**config.mk**
```make
export PLATFORM = sky130hd
export DESIGN_NAME = bounce_gen
export DESIGN_NICKNAME = d
export VERILOG_FILES = /design/src/rtl/bounce_pkg.sv /design/src/rtl/lfsr16.sv /design/src/rtl/bounce_gen.sv
export SDC_FILE = /design/constraint.sdc
export NUM_CORES = 1
export LEC_CHECK = 0
export BUFFER_PORTS_ARGS = -buffer_cell sky130_fd_sc_hd__buf_4
export CAP_MARGIN = 20
export CORE_MARGIN = 4
export CORE_UTILIZATION = 59
export CTS_BUF_LIST = sky130_fd_sc_hd__clkbuf_16
export DETAILED_ROUTE_END_ITERATION = 6
export PLACE_DENSITY = 0.77
export SLEW_MARGIN = 20
export SYNTH_ARGS = -nofsm -noshare
export SYNTH_HDL_FRONTEND = slang
export SYNTH_SLANG_ARGS = --single-unit
```
**constraint.sdc**
```tcl
create_clock -name GCLK -period 2.9 [get_ports GCLK]
set_input_delay 0.435 -clock GCLK [delete_from_list [all_inputs] [get_ports GCLK]]
set_output_delay 0.435 -clock GCLK [all_outputs]
set_load 0.05 [all_outputs]
```
**src/rtl/bounce_pkg.sv**
```systemverilog
// Shared types and constants for the switch-bounce emulator.
// The LFSR is a 16-bit Galois right-shift register with taps 16'hB400.
package bounce_pkg;

  localparam int unsigned LFSR_W = 16;
  localparam logic [LFSR_W-1:0] LFSR_POLY = 16'hB400;

  typedef enum logic [1:0] {
    IDLE,
    BOUNCE,
    SETTLE
  } state_e;

  function automatic logic [LFSR_W-1:0] lfsr_step(input logic [LFSR_W-1:0] cur);
    return (cur >> 1) ^ (cur[0] ? LFSR_POLY : '0);
  endfunction

endpackage

```
**src/rtl/lfsr16.sv**
```systemverilog
// Free-running 16-bit Galois LFSR that advances only when en is high.
// A zero seed would lock the register at zero, so it is replaced by 1.
module lfsr16
  import bounce_pkg::*;
#(
  parameter logic [LFSR_W-1:0] SEED = 16'hACE1
) (
  input  logic              GCLK,
  input  logic              rst_n,
  input  logic              en,
  output logic [LFSR_W-1:0] value
);

  localparam logic [LFSR_W-1:0] SEED_EFF = (SEED == '0) ? 16'h0001 : SEED;

  logic [LFSR_W-1:0] lfsr_q;
  logic [LFSR_W-1:0] lfsr_d;

  always_comb begin
    lfsr_d = lfsr_q;
    if (en) begin
      lfsr_d = lfsr_step(lfsr_q);
    end
  end

  always_ff @(posedge GCLK or negedge rst_n) begin
    if (!rst_n) begin
      lfsr_q <= SEED_EFF;
    end else begin
      lfsr_q <= lfsr_d;
    end
  end

  assign value = lfsr_q;

endmodule

```
**src/rtl/bounce_gen.sv**
```systemverilog
// Contact-bounce waveform generator: on req, emits a tick-paced pseudo-random
// burst on sw_out, then holds the latched target for a settle window and pulses done.
module bounce_gen
  import bounce_pkg::*;
#(
  parameter int unsigned       TICK_DIV     = 100000,
  parameter int unsigned       BOUNCE_TICKS = 8,
  parameter int unsigned       SETTLE_TICKS = 20,
  parameter logic [LFSR_W-1:0] SEED         = 16'hACE1
) (
  input  logic GCLK,
  input  logic rst_n,
  input  logic req,
  input  logic target,
  output logic sw_out,
  output logic busy,
  output logic done
);

  localparam int unsigned PW      = $clog2(TICK_DIV);
  localparam int unsigned CNT_MAX = (BOUNCE_TICKS > SETTLE_TICKS) ? BOUNCE_TICKS : SETTLE_TICKS;
  localparam int unsigned CW      = $clog2(CNT_MAX + 1);

  localparam logic [PW-1:0] PRESC_LAST = PW'(TICK_DIV - 1);
  localparam logic [CW-1:0] CNT_BOUNCE = CW'(BOUNCE_TICKS);
  localparam logic [CW-1:0] CNT_SETTLE = CW'(SETTLE_TICKS);
  localparam logic [CW-1:0] CNT_ONE    = CW'(1);

  state_e          state_q, state_d;
  logic [PW-1:0]   presc_q, presc_d;
  logic [CW-1:0]   cnt_q, cnt_d;
  logic            target_q, target_d;
  logic            sw_q, sw_d;
  logic            busy_q, busy_d;
  logic            done_q, done_d;

  logic              tick;
  logic              lfsr_en;
  logic [LFSR_W-1:0] lfsr_val;
  logic              unused_lfsr_hi;

  lfsr16 #(
    .SEED(SEED)
  ) u_lfsr (
    .GCLK  (GCLK),
    .rst_n (rst_n),
    .en    (lfsr_en),
    .value (lfsr_val)
  );

  // Only bit 0 feeds the waveform; the upper bits are pure LFSR state.
  assign unused_lfsr_hi = ^lfsr_val[LFSR_W-1:1];

  assign tick    = (presc_q == PRESC_LAST);
  assign lfsr_en = (state_q == BOUNCE) && tick;

  always_comb begin
    state_d  = state_q;
    presc_d  = presc_q;
    cnt_d    = cnt_q;
    target_d = target_q;
    sw_d     = sw_q;
    busy_d   = busy_q;
    done_d   = 1'b0;

    unique case (state_q)
      IDLE: begin
        if (req) begin
          target_d = target;
          presc_d  = '0;
          cnt_d    = CNT_BOUNCE;
          busy_d   = 1'b1;
          state_d  = BOUNCE;
        end
      end

      BOUNCE: begin
        if (tick) begin
          presc_d = '0;
          // The final bounce tick already lands on the clean level.
          if (cnt_q == CNT_ONE) begin
            sw_d    = target_q;
            cnt_d   = CNT_SETTLE;
            state_d = SETTLE;
          end else begin
            sw_d  = lfsr_val[0];
            cnt_d = cnt_q - CNT_ONE;
          end
        end else begin
          presc_d = presc_q + 1'b1;
        end
      end

      SETTLE: begin
        if (tick) begin
          presc_d = '0;
          if (cnt_q == CNT_ONE) begin
            cnt_d   = '0;
            done_d  = 1'b1;
            busy_d  = 1'b0;
            state_d = IDLE;
          end else begin
            cnt_d = cnt_q - CNT_ONE;
          end
        end else begin
          presc_d = presc_q + 1'b1;
        end
      end

      default: begin
        state_d = IDLE;
        busy_d  = 1'b0;
      end
    endcase
  end

  always_ff @(posedge GCLK or negedge rst_n) begin
    if (!rst_n) begin
      state_q  <= IDLE;
      presc_q  <= '0;
      cnt_q    <= '0;
      target_q <= 1'b0;
      sw_q     <= 1'b0;
      busy_q   <= 1'b0;
      done_q   <= 1'b0;
    end else begin
      state_q  <= state_d;
      presc_q  <= presc_d;
      cnt_q    <= cnt_d;
      target_q <= target_d;
      sw_q     <= sw_d;
      busy_q   <= busy_d;
      done_q   <= done_d;
    end
  end

  assign sw_out = sw_q;
  assign busy   = busy_q;
  assign done   = done_q;

endmodule

```
; After elaboration in Yosys (flattened, before gate mapping)
; Cells that the tools add are included.
[totals]
inputBits = 4
word_cells = 56
regBits = 44
[classes]
eq_ne = 9
muxes = 24
bitwise_logic = 2
n_addsub = 2
n_reduce_logical = 11
[ops]
columns = cell, count
row1 = $mux 17, 2
row2 = $pmux 17 s2, 1
row3 = $mux 5, 5
row4 = $add 17x1->17 const B, 1
row5 = $eq 17x17->1 const B, 1
row6 = $mux 16, 1
row7 = $xor 15x16->16, 1
row8 = $pmux 5 s3, 1
row9 = $mux 2, 5
row10 = $ne 2x2->1 const B, 4
row11 = $reduce_and 4->1, 2
row12 = $mux 1, 7
row13 = $pmux 2 s3, 1
row14 = $reduce_and 2->1, 3
row15 = $eq 5x1->1 const B, 1
row16 = $reduce_and 5->1, 1
row17 = $sub 5x1->5 const B, 1
row18 = $pmux 1 s3, 1
row19 = $reduce_bool 3->1, 1
row20 = $eq 2x1->1 const B, 1
row21 = $eq 2x2->1 const B, 1
row22 = $logic_not 2->1, 1
row23 = $ne 2x1->1 const B, 1
row24 = $reduce_bool 2->1, 1
row25 = other kinds (3), 3

; Longest topological paths before layout
; Gate-level depths: netlist (run 1).
[logic_depth]
depth_word = 4
ltp_mapped = 8
depth_no_buf = 6

; Hierarchy
; A second synthesis (run 1) with hierarchy kept.
[unflattened]
hier_cells = 218
hier_area_um2 = 2348.5
[by_module_without_submodules]
columns = mod, area_each_um2, n_inst, cells_each
row1 = bounce_gen, 1692.9, 1, 178
row2 = lfsr16, 655.6, 1, 40

; Least setup slack after synthesis (run 1)
; OpenSTA, ideal clock, no wires.
[synth_path]
path_type = flip-flop to flip-flop
from = register state_q[0]
to = register cnt_q[0]
path_slack_ps = 798
path_stages_with_launch = 9
arrival_time_ps = 1978
synth_period_minus_slack_ps = 2102
t_required_ps = 2775
path_cell_list = dfrtp_1 > inv_1 > ha_1 > nor2b_1 > buf_6 > or2_2 > clkbuf_1 > a21oi_1 > mux2_2
[synth_between]
elab_chain_len = 3
elab_cells_between_ends = 9
classes_between = eq/ne: 5 / mux: 1 / reduce/logical: 3
[synth_rtl]
columns = item, line_no
row1 = from (decl), bounce_gen.sv:29  ; state_e state_q, state_d;
row2 = from (signal assigned), bounce_gen.sv:127  ; state_q <= state_d;
row3 = "$eq 2x2->1, or another cell as far along", bounce_gen.sv:66  ; unique case (state_q)
row4 = $ne 2x2->1 (no line) / $reduce_bool 3->1 (equally long branches), -
row5 = $reduce_and 4->1 (no line), -
row6 = to (signal assigned), bounce_gen.sv:129  ; cnt_q <= cnt_d;
row7 = to (decl), bounce_gen.sv:31  ; logic [CW-1:0] cnt_q, cnt_d;
; Parallel ways exist; a longest one is shown, timed or not.
; A chain may end at the register's enable or synchronous reset.

; Worst setup path in the final report (run 1)
[layout_path]
from = register state_q[0]
to = register presc_q[15]
[layout_between]
elab_chain_len = 4
elab_cells_between_ends = 8
classes_between = eq/ne: 3 / mux: 1 / reduce/logical: 4
[layout_rtl]
columns = item, line_no
row1 = $eq 2x1->1 / $eq 2x2->1 (equally long branches), bounce_gen.sv:66
row2 = $reduce_or 2->1 (no line), -
row3 = $reduce_bool 2->1 (no line), -
row4 = $reduce_and 2->1 (no line), -
row5 = to (signal assigned), bounce_gen.sv:128  ; presc_q <= presc_d;
row6 = to (decl), bounce_gen.sv:30  ; logic [PW-1:0] presc_q, presc_d;
; Parallel ways exist; a longest one is shown, timed or not.

==> flow_summary_export.csv, run 1 <==
group,metric,value,unit
route,ant_nets,0,
pwr,power_density,760,nW/um^2
setup_path,critical_path_required,3.10,ns
synthesis,post_synth_edffs,0,
clock_tree,cts_tree,"yes",
route,detail_route.vias_per_cell,6.35,
synthesis,post_synth_xor_area_fraction,1.89,%
timing,rsz_0062_raised_after_global_routing,"no",
timing,setup_viol_count_final,0,
route,met3_wirelength,261,um
clock_tree,clock_latency,0.28,ns
placed_design,dpl.cell_count,265,
route,wire_per_inst,16.1,um
clock_tree,cts_hold_repair.buffers,0,
synthesis,flop_and_latch_count_out_of_synthesis,44,
pwr,leakagePower,1.10,nW
clock_tree,cts_buffers,5,
timing,min_period,2.26,ns
cells_and_area,multi_input_logic_area,1110,um^2
clock_tree,post-cts-setup-buffer-count,0,
synthesis,fraction_of_post_synthesis_cell_area_in_the_top_cell_type_by_area,38.8,%
worst_hold_path,hold_class,"input port to async pin",
flow_run,max_cap_viol_count,0,
synthesis,synth.cells.most_frequent,"dfrtp_1, mux2_2, o21ai_0",
placed_design,hpwlAfterDp,3170,um
synthesis,synth-adder-area-share,3.78,%
synthesis,syn_inst,217,
timing,tightest_slew,0.671,ns
route,drtPass1Iterations,4,
timing,max_clk_rate,0.442,GHz
floorplanning,dieWidth,70.7,um
timing,slew_headroom,55.1,%
cells_and_area,synthesis_to_layout_area_growth,10.1,%
global_route,overflow,0,
clock_tree,clk_pin_slew,0.06,ns
clock_tree,cts.root.buffer_cell,"clkbuf_16",
run_status,result_of_the_run,"completed",
synthesis,syn_area,2320,um^2
synthesis,main_combinational_cell_family_by_area_after_synthesis,"simple AND/OR/NAND/NOR gates",
synthesis,synth-warning-count,0,
route,top_layer_used,"met4",
floorplanning,placement_rows,22,
synthesis,ys_dominant_reg_cell,"dfrtp_1",
route,met2_length,2180,um
global_route,via_count_of_the_first_global_routing_pass,1694,
floorplanning,die_y,70.7,um
synthesis,synth.most_common_cell,"dfrtp_1",
synthesis,synth_area_per_cell,10.7,um^2
clock_tree,htree_num_levels,2,
clock_tree,post_cts_resize_count,0,
cells_and_area,num-nets-final,235,
timing,timing.final.hold_violations,0,
floorplanning,die_area,5000,um^2
synthesis,ys_seq_area_share,47.9,%
cells_and_area,final-instance-count-excl-fill,273,
floorplanning,core,3740,um^2
cells_and_area,layout.filler_cells,290,
setup_path,worstSetupPathType,"flop to flop",
floorplanning,effective_utilization_at_floorplan,62.0,%
cells_and_area,ff_latch_area,1110,um^2
setup_path,worst_setup_path_start_kind,"flop",
route,totalWireLength,4400,um
setup_path,crit_path_end_kind,"flop",
synthesis,yosys_cell_types,48,
timing,slew_violations,0,
route,routed-via-count,1733,
synthesis,synthesis.nets,228,
setup_path,crit_path_max_fanout,9,
setup_path,cp.arrival,2.47,ns
synthesis,postSynth.asyncResetShare,100,%
global_route,grt_antenna_before_repair,0,
global_route,grt_pass1_wl,7730,um
global_route,grt_max_degree,45,
synthesis,yosys.area.top_type,"dfrtp_1",
synthesis,synth_compound_gate_area_share,15.3,%
route,drt-initial-drc-count,167,
placed_design,gp_routability_congestion,0.870,
clock_tree,cts_sinks,44,
timing,timing.final.crit_share,78.0,%
cells_and_area,antenna_cells,0,
placed_design,postPlaceCellArea,2380,um^2
cells_and_area,design_area,2550,um^2
timing,final.setup_skew,0.00408,ns
pwr,ir_drop,0.570,mV
synthesis,post_synth_and_or_nand_nor_area_fraction,18.0,%
floorplanning,io_pins,7,
route,routedLengthMet1,1860,um
cells_and_area,post_route_cells_drive_above_1_share,22.2,%
clock_tree,worst_case_clock_buffer_depth,2,
synthesis,post_synth_mux_area_share,8.74,%
synthesis,synth.top_cells.by_area,"dfrtp_1, dfstp_2, mux2_2",
placed_design,io_buffer_count,6,
route,drcViolationCount,0,
timing,finalSetupTns,0,ns
global_route,globalRouteTotalUtil,19.3,%
-- sequential cells by signal, indices dropped and copies added (netlist names) --
name          cells
busy              1
cnt_q             5
done              1
presc_q          17
state_q           2
sw_out            1
target_q          1
u_lfsr.value     16
-- path summary, 6_finish.rpt --
path                                              from                           end  slack [ns]  cells after the start
setup / recovery                state_q[0]$_DFFE_PN0P_       presc_q[15]$_DFFE_PN0P_        0.64                      6
hold / removal                                   rst_n       presc_q[12]$_DFFE_PN0P_        0.13                      1
setup reg to reg                state_q[0]$_DFFE_PN0P_       presc_q[15]$_DFFE_PN0P_        0.64                      6
max in group asynchronous                        rst_n  u_lfsr.value[13]$_DFFE_PN1P_        2.40                      1
min in group GCLK                               target          target_q$_DFFE_PN0P_        0.38                      2
hold reg to reg            u_lfsr.value[1]$_DFFE_PN0P_   u_lfsr.value[0]$_DFFE_PN1P_        0.51                      1
-- metal layers --
metal / vias up / global-route usage, %
li1: 819 / -
met1: 844 / 24.6
met2: 61 / 31.2
met3: 9 / 4.55
met4: 0 / 8.77
met5: - / 0
-- through the flow --
stage	hold WS [ns]	utilization, %	worst slack [ns]	power, W
2_1_floorplan	0.139	-	0.798	0.00116
3_3_place_gp	0.444	63.6	0.827	0.00127
3_5_place_dp	0.463	63.6	0.667	0.00130
4_1_cts	0.146	68.2	0.644	0.00195
5_1_grt	0.178	68.2	0.506	0.00206
6_report	0.132	68.2	0.637	0.00194
-- layout make-up --
cell class	instances	area share (%)
flip-flops and latches	44	43.5
multi-input cells	152	43.3
clock buffers	5	4.90
well taps	48	2.35
repair buffers	7	2.06
inverters	14	2.06
clock inverters	3	1.86
-- cells by family (layout without fill, tap and decap cells) --
group	Yosys count	after routing
AND/OR/NAND/NOR	68	68
AO/OA/AOI/OAI	54	54
flip-flops	44	44
buffers and inverters	21	29
multiplexers	18	18
adder cells (fa/ha/maj)	7	7
XOR/XNOR	5	5
-- critical path, cell delays in order, from the launching register on --
cell     delay [ns]
dfrtp_1        0.43
inv_1          0.09
ha_1           0.23
nor2b_1        0.22
or3_1          0.49
or4_1          0.55
a21oi_1        0.17
-- layout by cell type (no fill, tap or decap), types with 2 or more instances in the layout --
cell type  netlist  routed
nand4_1          3       3
a41oi_1          2       2
and4bb_2         2       2
nor3_1           3       3
a2bb2oi_1        3       3
nand3_1          7       7
o311ai_0         2       2
or4_1            7       7
o2bb2ai_1        2       2
nor2_1           9       9
dfrtp_1         36      36
buf_4            0       7
clkbuf_16        0       5
clkinv_4         0       2
dfstp_2          8       8
and4_1           2       2
a31oi_1          3       3
nand2_1         15      15
or2_2            3       3
ha_1             7       7
mux2_2          17      17
a21oi_1         11      11
o21ai_0         16      16
or3_1            5       5
nor4_1           2       2
xnor2_1          4       4
inv_1           14      14
a211oi_1         3       3
o31ai_1          6       6
-- where the power goes --
group	internal (W)	switching, W
combinational	0.000209	0.000322
clock	0.000409	0.000235
sequential	0.000685	0.0000814
total	0.00130	0.000639
No activity file was read; power rests on OpenSTA's default activity.
==> run 2: changes to the inputs <==
==> constraint.sdc (replaced) <==
create_clock -name GCLK -period 2.31 [get_ports GCLK]
set_input_delay 0.3465 -clock GCLK [delete_from_list [all_inputs] [get_ports GCLK]]
set_output_delay 0.3465 -clock GCLK [all_outputs]
set_load 0.05 [all_outputs]
==> flow_summary_export.csv, run 2 (same netlist as run 1, synthesis figures left out) <==
group,metric,value,unit
run_status,result_of_the_run,"completed",
placed_design,gp_routability_congestion,1.01,
timing,rsz_0062_raised_after_global_routing,"yes",
clock_tree,cts_buffers,5,
floorplanning,core,3740,um^2
route,routedLengthMet1,2110,um
pwr,ir_drop,0.727,mV
route,routed-via-count,1730,
timing,setup_viol_count_final,0,
timing,postLayoutSetupSlackWorst,0.0523,ns
clock_tree,post-cts-setup-buffer-count,0,
cells_and_area,largest_register_ffs,17,
cells_and_area,num-nets-final,236,
setup_path,crit_path_end_kind,"flop",
floorplanning,placement_rows,22,
cells_and_area,antenna_cells,0,
route,top_layer_used,"met4",
setup_path,timing.critical_path.from,"state_q[0]$_DFFE_PN0P_",
cells_and_area,synthesis_to_layout_area_growth,10.5,%
route,detail_route.vias_per_cell,6.31,
clock_tree,worst_case_clock_buffer_depth,2,
global_route,grt_pass1_wl,8380,um
cells_and_area,largest_register,"presc_q",
timing,slew_violations,0,
setup_path,cp.arrival,2.46,ns
global_route,globalRouteTotalUtil,21.0,%
cells_and_area,mostFrequentLayoutCell,"dfrtp_1",
placed_design,io_buffer_count,6,
timing,timing.final.hold_violations,0,
setup_path,worst_setup_path_start_kind,"flop",
clock_tree,clk_pin_slew,0.06,ns
setup_path,crit_path_max_fanout,9,
cells_and_area,post_route_cells_drive_above_1_share,23.0,%
timing,final.setup_skew,0.00543,ns
route,totalWireLength,4730,um
placed_design,hpwlAfterDp,3190,um
clock_tree,clock_latency,0.29,ns
timing,max_clk_rate,0.443,GHz
clock_tree,cts_sinks,44,
timing,tightest_slew,0.689,ns
pwr,power_density,967,nW/um^2
cells_and_area,layout.filler_cells,292,
route,drt-initial-drc-count,226,
cells_and_area,design_area,2560,um^2
placed_design,postPlaceCellArea,2390,um^2
worst_hold_path,hold_class,"input port to async pin",
clock_tree,cts_tree,"yes",
route,met3_wirelength,258,um
floorplanning,dieWidth,70.7,um
floorplanning,effective_utilization_at_floorplan,62.0,%
timing,min_period,2.26,ns
clock_tree,htree_num_levels,2,
global_route,via_count_of_the_first_global_routing_pass,1769,
floorplanning,die_area,5000,um^2
route,drtPass1Iterations,5,
global_route,grt_antenna_before_repair,0,
route,drcViolationCount,0,
route,met2_length,2320,um
floorplanning,die_y,70.7,um
cells_and_area,layout.cells.most_common_list,"dfrtp_1, mux2_2, o21ai_0",
route,ant_nets,0,
global_route,grt_max_degree,45,
clock_tree,cts.root.buffer_cell,"clkbuf_16",
route,wire_per_inst,17.3,um
setup_path,worstSetupPathType,"flop to flop",
placed_design,dpl_worst_slack,0.0738,ns
setup_path,critical_path_required,2.51,ns
pwr,leakagePower,1.10,nW
timing,slew_headroom,53.5,%
setup_path,worstReg2RegStart,"state_q[0]$_DFFE_PN0P_",
floorplanning,io_pins,7,
clock_tree,cts_hold_repair.buffers,0,
timing,timing.final.crit_share,97.7,%
flow_run,max_cap_viol_count,0,
global_route,overflow,0,
run 2: cell types whose count changed in the layout (fill, tap and decap cells not counted):
cell / previous run / this run
nor2_1: 9 / 8
clkinvlp_4: 0 / 1
inv_6: 0 / 1
nor2_2: 0 / 1
clkinv_4: 2 / 0
buf_4: 7 / 8
run 2: final timing paths:
check	slack, ns	cells past startpoint	to
setup / recovery	0.05	6	presc_q[15]$_DFFE_PN0P_
hold / removal	0.05	1	presc_q[12]$_DFFE_PN0P_
setup reg to reg	0.05	6	presc_q[15]$_DFFE_PN0P_
hold reg to reg	0.51	1	u_lfsr.value[0]$_DFFE_PN1P_
max in group asynchronous	1.89	1	u_lfsr.value[13]$_DFFE_PN1P_
min in group GCLK	0.29	2	target_q$_DFFE_PN0P_
run 2: power breakdown:
part	internal, W	switching, W	leakage, nW
sequential	0.000860	0.0000999	0.572
combinational	0.000277	0.000429	0.444
clock	0.000514	0.000302	0.0804
run 2: area by class of cell:
type	instances	area (um^2)	area share [%]
inverters	14	52.6	2.05
multi-input cells	152	1110	43.2
clock inverters	3	46.3	1.81
well taps	48	60.1	2.34
clock buffers	5	125	4.88
flip-flops and latches	44	1110	43.3
repair buffers	8	60.1	2.34
run 2: through the flow:
stage | utilization, % | power, W | instances | hold WS (ns) | TNS [ns]
finish | 68.5 | 0.00248 | 274 | 0.0453 | 0
global route | 68.5 | 0.00263 | 274 | 0.0825 | -0.261
CTS | 68.4 | 0.00247 | 274 | 0.0559 | 0
detailed placement | 63.8 | 0.00164 | 266 | 0.367 | 0
global placement | 63.8 | 0.00160 | 266 | 0.354 | 0
floorplan | - | 0.00146 | 217 | 0.0509 | 0
run 2: what timing repair did:
action,in CTS,in global routing
gates resized for setup,0,1
endpoints found under the setup margin,0,10
hold endpoints to repair,0,0
run 2: worst max-delay path, cell delays in order, from the launching register on:
cell and delay, ns:
dfrtp_1 0.42, inv_1 0.09, ha_1 0.24, nor2b_1 0.22
or3_1 0.48, or4_1 0.54, a21oi_1 0.18
run 2: per-layer routing:
| layer | track usage (%) | vias up |
|---|---|---|
| li1 | - | 820 |
| met1 | 27.3 | 838 |
| met2 | 33.5 | 66 |
| met3 | 5.54 | 6 |
| met4 | 8.77 | 0 |
| met5 | 0 | - |
==> run 3: changes to the inputs <==
--- a/config.mk
+++ b/config.mk
@@ -12,6 +12,7 @@
 export CTS_BUF_LIST = sky130_fd_sc_hd__clkbuf_16
 export DETAILED_ROUTE_END_ITERATION = 6
 export PLACE_DENSITY = 0.77
+export REMOVE_ABC_BUFFERS = 1
 export SLEW_MARGIN = 20
 export SYNTH_ARGS = -nofsm -noshare
 export SYNTH_HDL_FRONTEND = slang
==> flow_summary_export.csv, run 3 (same netlist as run 1, synthesis figures left out) <==
group,metric,value,unit
clock_tree,worst_case_clock_buffer_depth,2,
floorplanning,core,3740,um^2
global_route,overflow,0,
cells_and_area,synthesis_to_layout_area_growth,11.1,%
route,totalWireLength,4700,um
global_route,globalRouteTotalUtil,21.2,%
setup_path,worstSetupPathType,"flop to flop",
clock_tree,clock_latency,0.28,ns
pwr,sw_frac_of_total,33.4,%
route,ant_nets,0,
clock_tree,cts.root.buffer_cell,"clkbuf_16",
run_status,result_of_the_run,"completed",
clock_tree,cts_tree,"yes",
global_route,via_count_of_the_first_global_routing_pass,1833,
placed_design,hpwlAfterDp,3200,um
setup_path,crit_path_max_fanout,9,
pwr,ir_drop,0.646,mV
route,met2_length,2270,um
route,drcViolationCount,0,
placed_design,postPlaceCellArea,2390,um^2
pwr,intPower,0.00165,W
cells_and_area,layout.filler_cells,274,
route,routedLengthMet1,2060,um
clock_tree,post_cts_resize_count,0,
clock_tree,cts_buffers,5,
cells_and_area,antenna_cells,0,
route,top_layer_used,"met4",
setup_path,worst_setup_path_start_kind,"flop",
setup_path,critical_path_required,2.51,ns
placed_design,dpl_worst_slack,0.0933,ns
clock_tree,htree_num_levels,2,
timing,setup_viol_count_final,0,
timing,finalSetupTns,0,ns
route,detail_route.vias_per_cell,6.51,
floorplanning,placement_rows,22,
floorplanning,die_y,70.7,um
timing,slew_violations,0,
setup_path,crit_path_end_kind,"flop",
clock_tree,cts_hold_repair.buffers,0,
route,drtPass1Iterations,4,
worst_hold_path,hold_class,"input port to async pin",
flow_run,max_cap_viol_count,0,
route,met3_wirelength,282,um
clock_tree,clk_pin_slew,0.06,ns
global_route,grt_antenna_before_repair,0,
cells_and_area,num-nets-final,236,
pwr,p_clk_share,32.3,%
timing,timing.final.hold_violations,0,
clock_tree,cts_sinks,44,
timing,rsz_0062_raised_after_global_routing,"no",
global_route,grt_pass1_wl,8460,um
timing,postLayoutSetupSlackWorst,0.107,ns
cells_and_area,post_route_cells_drive_above_1_share,24.3,%
pwr,leakagePower,1.10,nW
cells_and_area,largest_register,"presc_q",
global_route,grt_max_degree,45,
timing,max_clk_rate,0.454,GHz
route,wire_per_inst,17.2,um
cells_and_area,largest_register_ffs,17,
floorplanning,die_area,5000,um^2
floorplanning,io_pins,7,
pwr,share_comb_of_total_power,28.8,%
cells_and_area,design_area,2580,um^2
floorplanning,dieWidth,70.7,um
setup_path,cp.arrival,2.41,ns
timing,timing.final.crit_share,95.4,%
clock_tree,post-cts-setup-buffer-count,0,
timing,min_period,2.20,ns
cells_and_area,mostFrequentLayoutCell,"dfrtp_1",
timing,slew_headroom,63.1,%
timing,final.setup_skew,0.00274,ns
pwr,power_density,959,nW/um^2
pwr,pwr-share-seq,38.9,%
placed_design,gp_routability_congestion,1.02,
route,drt-initial-drc-count,285,
route,routed-via-count,1784,
pwr,total_switching_power,0.000826,W
placed_design,io_buffer_count,6,
floorplanning,effective_utilization_at_floorplan,62.0,%
timing,tightest_slew,0.553,ns
cells_and_area,layout.cells.most_common_list,"dfrtp_1, mux2_2, o21ai_0",
-- run 3: cell types whose count changed in the layout (fill, tap and decap cells not counted), sizes merged --
cell,before,now
clkinv,0,1
inv,15,14
-- run 3: area by class of cell --
| type | instances | area, um^2 | area share (%) |
|---|---|---|---|
| Clock inverter | 3 | 42.5 | 1.65 |
| Tap cell | 48 | 60.1 | 2.33 |
| Inverter | 14 | 52.6 | 2.04 |
| Clock buffer | 5 | 125 | 4.85 |
| Multi-Input combinational cell | 152 | 1130 | 43.7 |
| Sequential cell | 44 | 1110 | 43.1 |
| Timing Repair Buffer | 8 | 60.1 | 2.33 |
-- run 3: power by group through the flow --
| stage | Combinational (W) | Clock, W | Sequential [W] |
|---|---|---|---|
| after detailed placement | 0.000682 | 0 | 0.000971 |
| final | 0.000712 | 0.000799 | 0.000962 |
| after global placement | 0.000644 | 0 | 0.000960 |
| after floorplan | 0.000469 | 0 | 0.000977 |
| after global routing | 0.000800 | 0.000852 | 0.000978 |
| after CTS | 0.000691 | 0.000813 | 0.000960 |
-- run 3: final timing paths --
| path | from | endpoint | slack [ns] | depth (start not counted) |
|---|---|---|---|---|
| min in group GCLK | target | target_q$_DFFE_PN0P_ | 0.30 | 2 |
| worst min register to register | u_lfsr.value[2]$_DFFE_PN0P_ | u_lfsr.value[2]$_DFFE_PN0P_ | 0.51 | 1 |
| max in group asynchronous | rst_n | u_lfsr.value[13]$_DFFE_PN1P_ | 1.89 | 1 |
| worst min-delay path | rst_n | presc_q[12]$_DFFE_PN0P_ | 0.05 | 1 |
| worst max-delay path | state_q[0]$_DFFE_PN0P_ | presc_q[13]$_DFFE_PN0P_ | 0.11 | 6 |
| worst max register to register | state_q[0]$_DFFE_PN0P_ | presc_q[13]$_DFFE_PN0P_ | 0.11 | 6 |
-- run 3: critical path, cell delays in order, from the launching register on --
cell     delay (ns)
dfrtp_1        0.43
inv_1          0.09
ha_1           0.24
nor2b_1        0.23
or3_4          0.44
or4_1          0.52
a21oi_1        0.18
-- run 3: metal layers --
| metal | vias to the layer above | track usage, % |
|---|---|---|
| met5 | - | 0 |
| met3 | 10 | 5.68 |
| met1 | 873 | 28.8 |
| met4 | 0 | 10.2 |
| li1 | 823 | - |
| met2 | 78 | 31.5 |
-- run 3: per-stage QoR --
step,hold WS (ns),instances,utilization [%],power (W)
6_report,0.0473,274,68.9,0.00247
5_1_grt,0.0937,274,68.9,0.00263
4_1_cts,0.0620,274,68.3,0.00246
3_5_place_dp,0.369,266,63.8,0.00165
3_3_place_gp,0.352,266,63.8,0.00160
2_1_floorplan,0.0509,210,-,0.00145
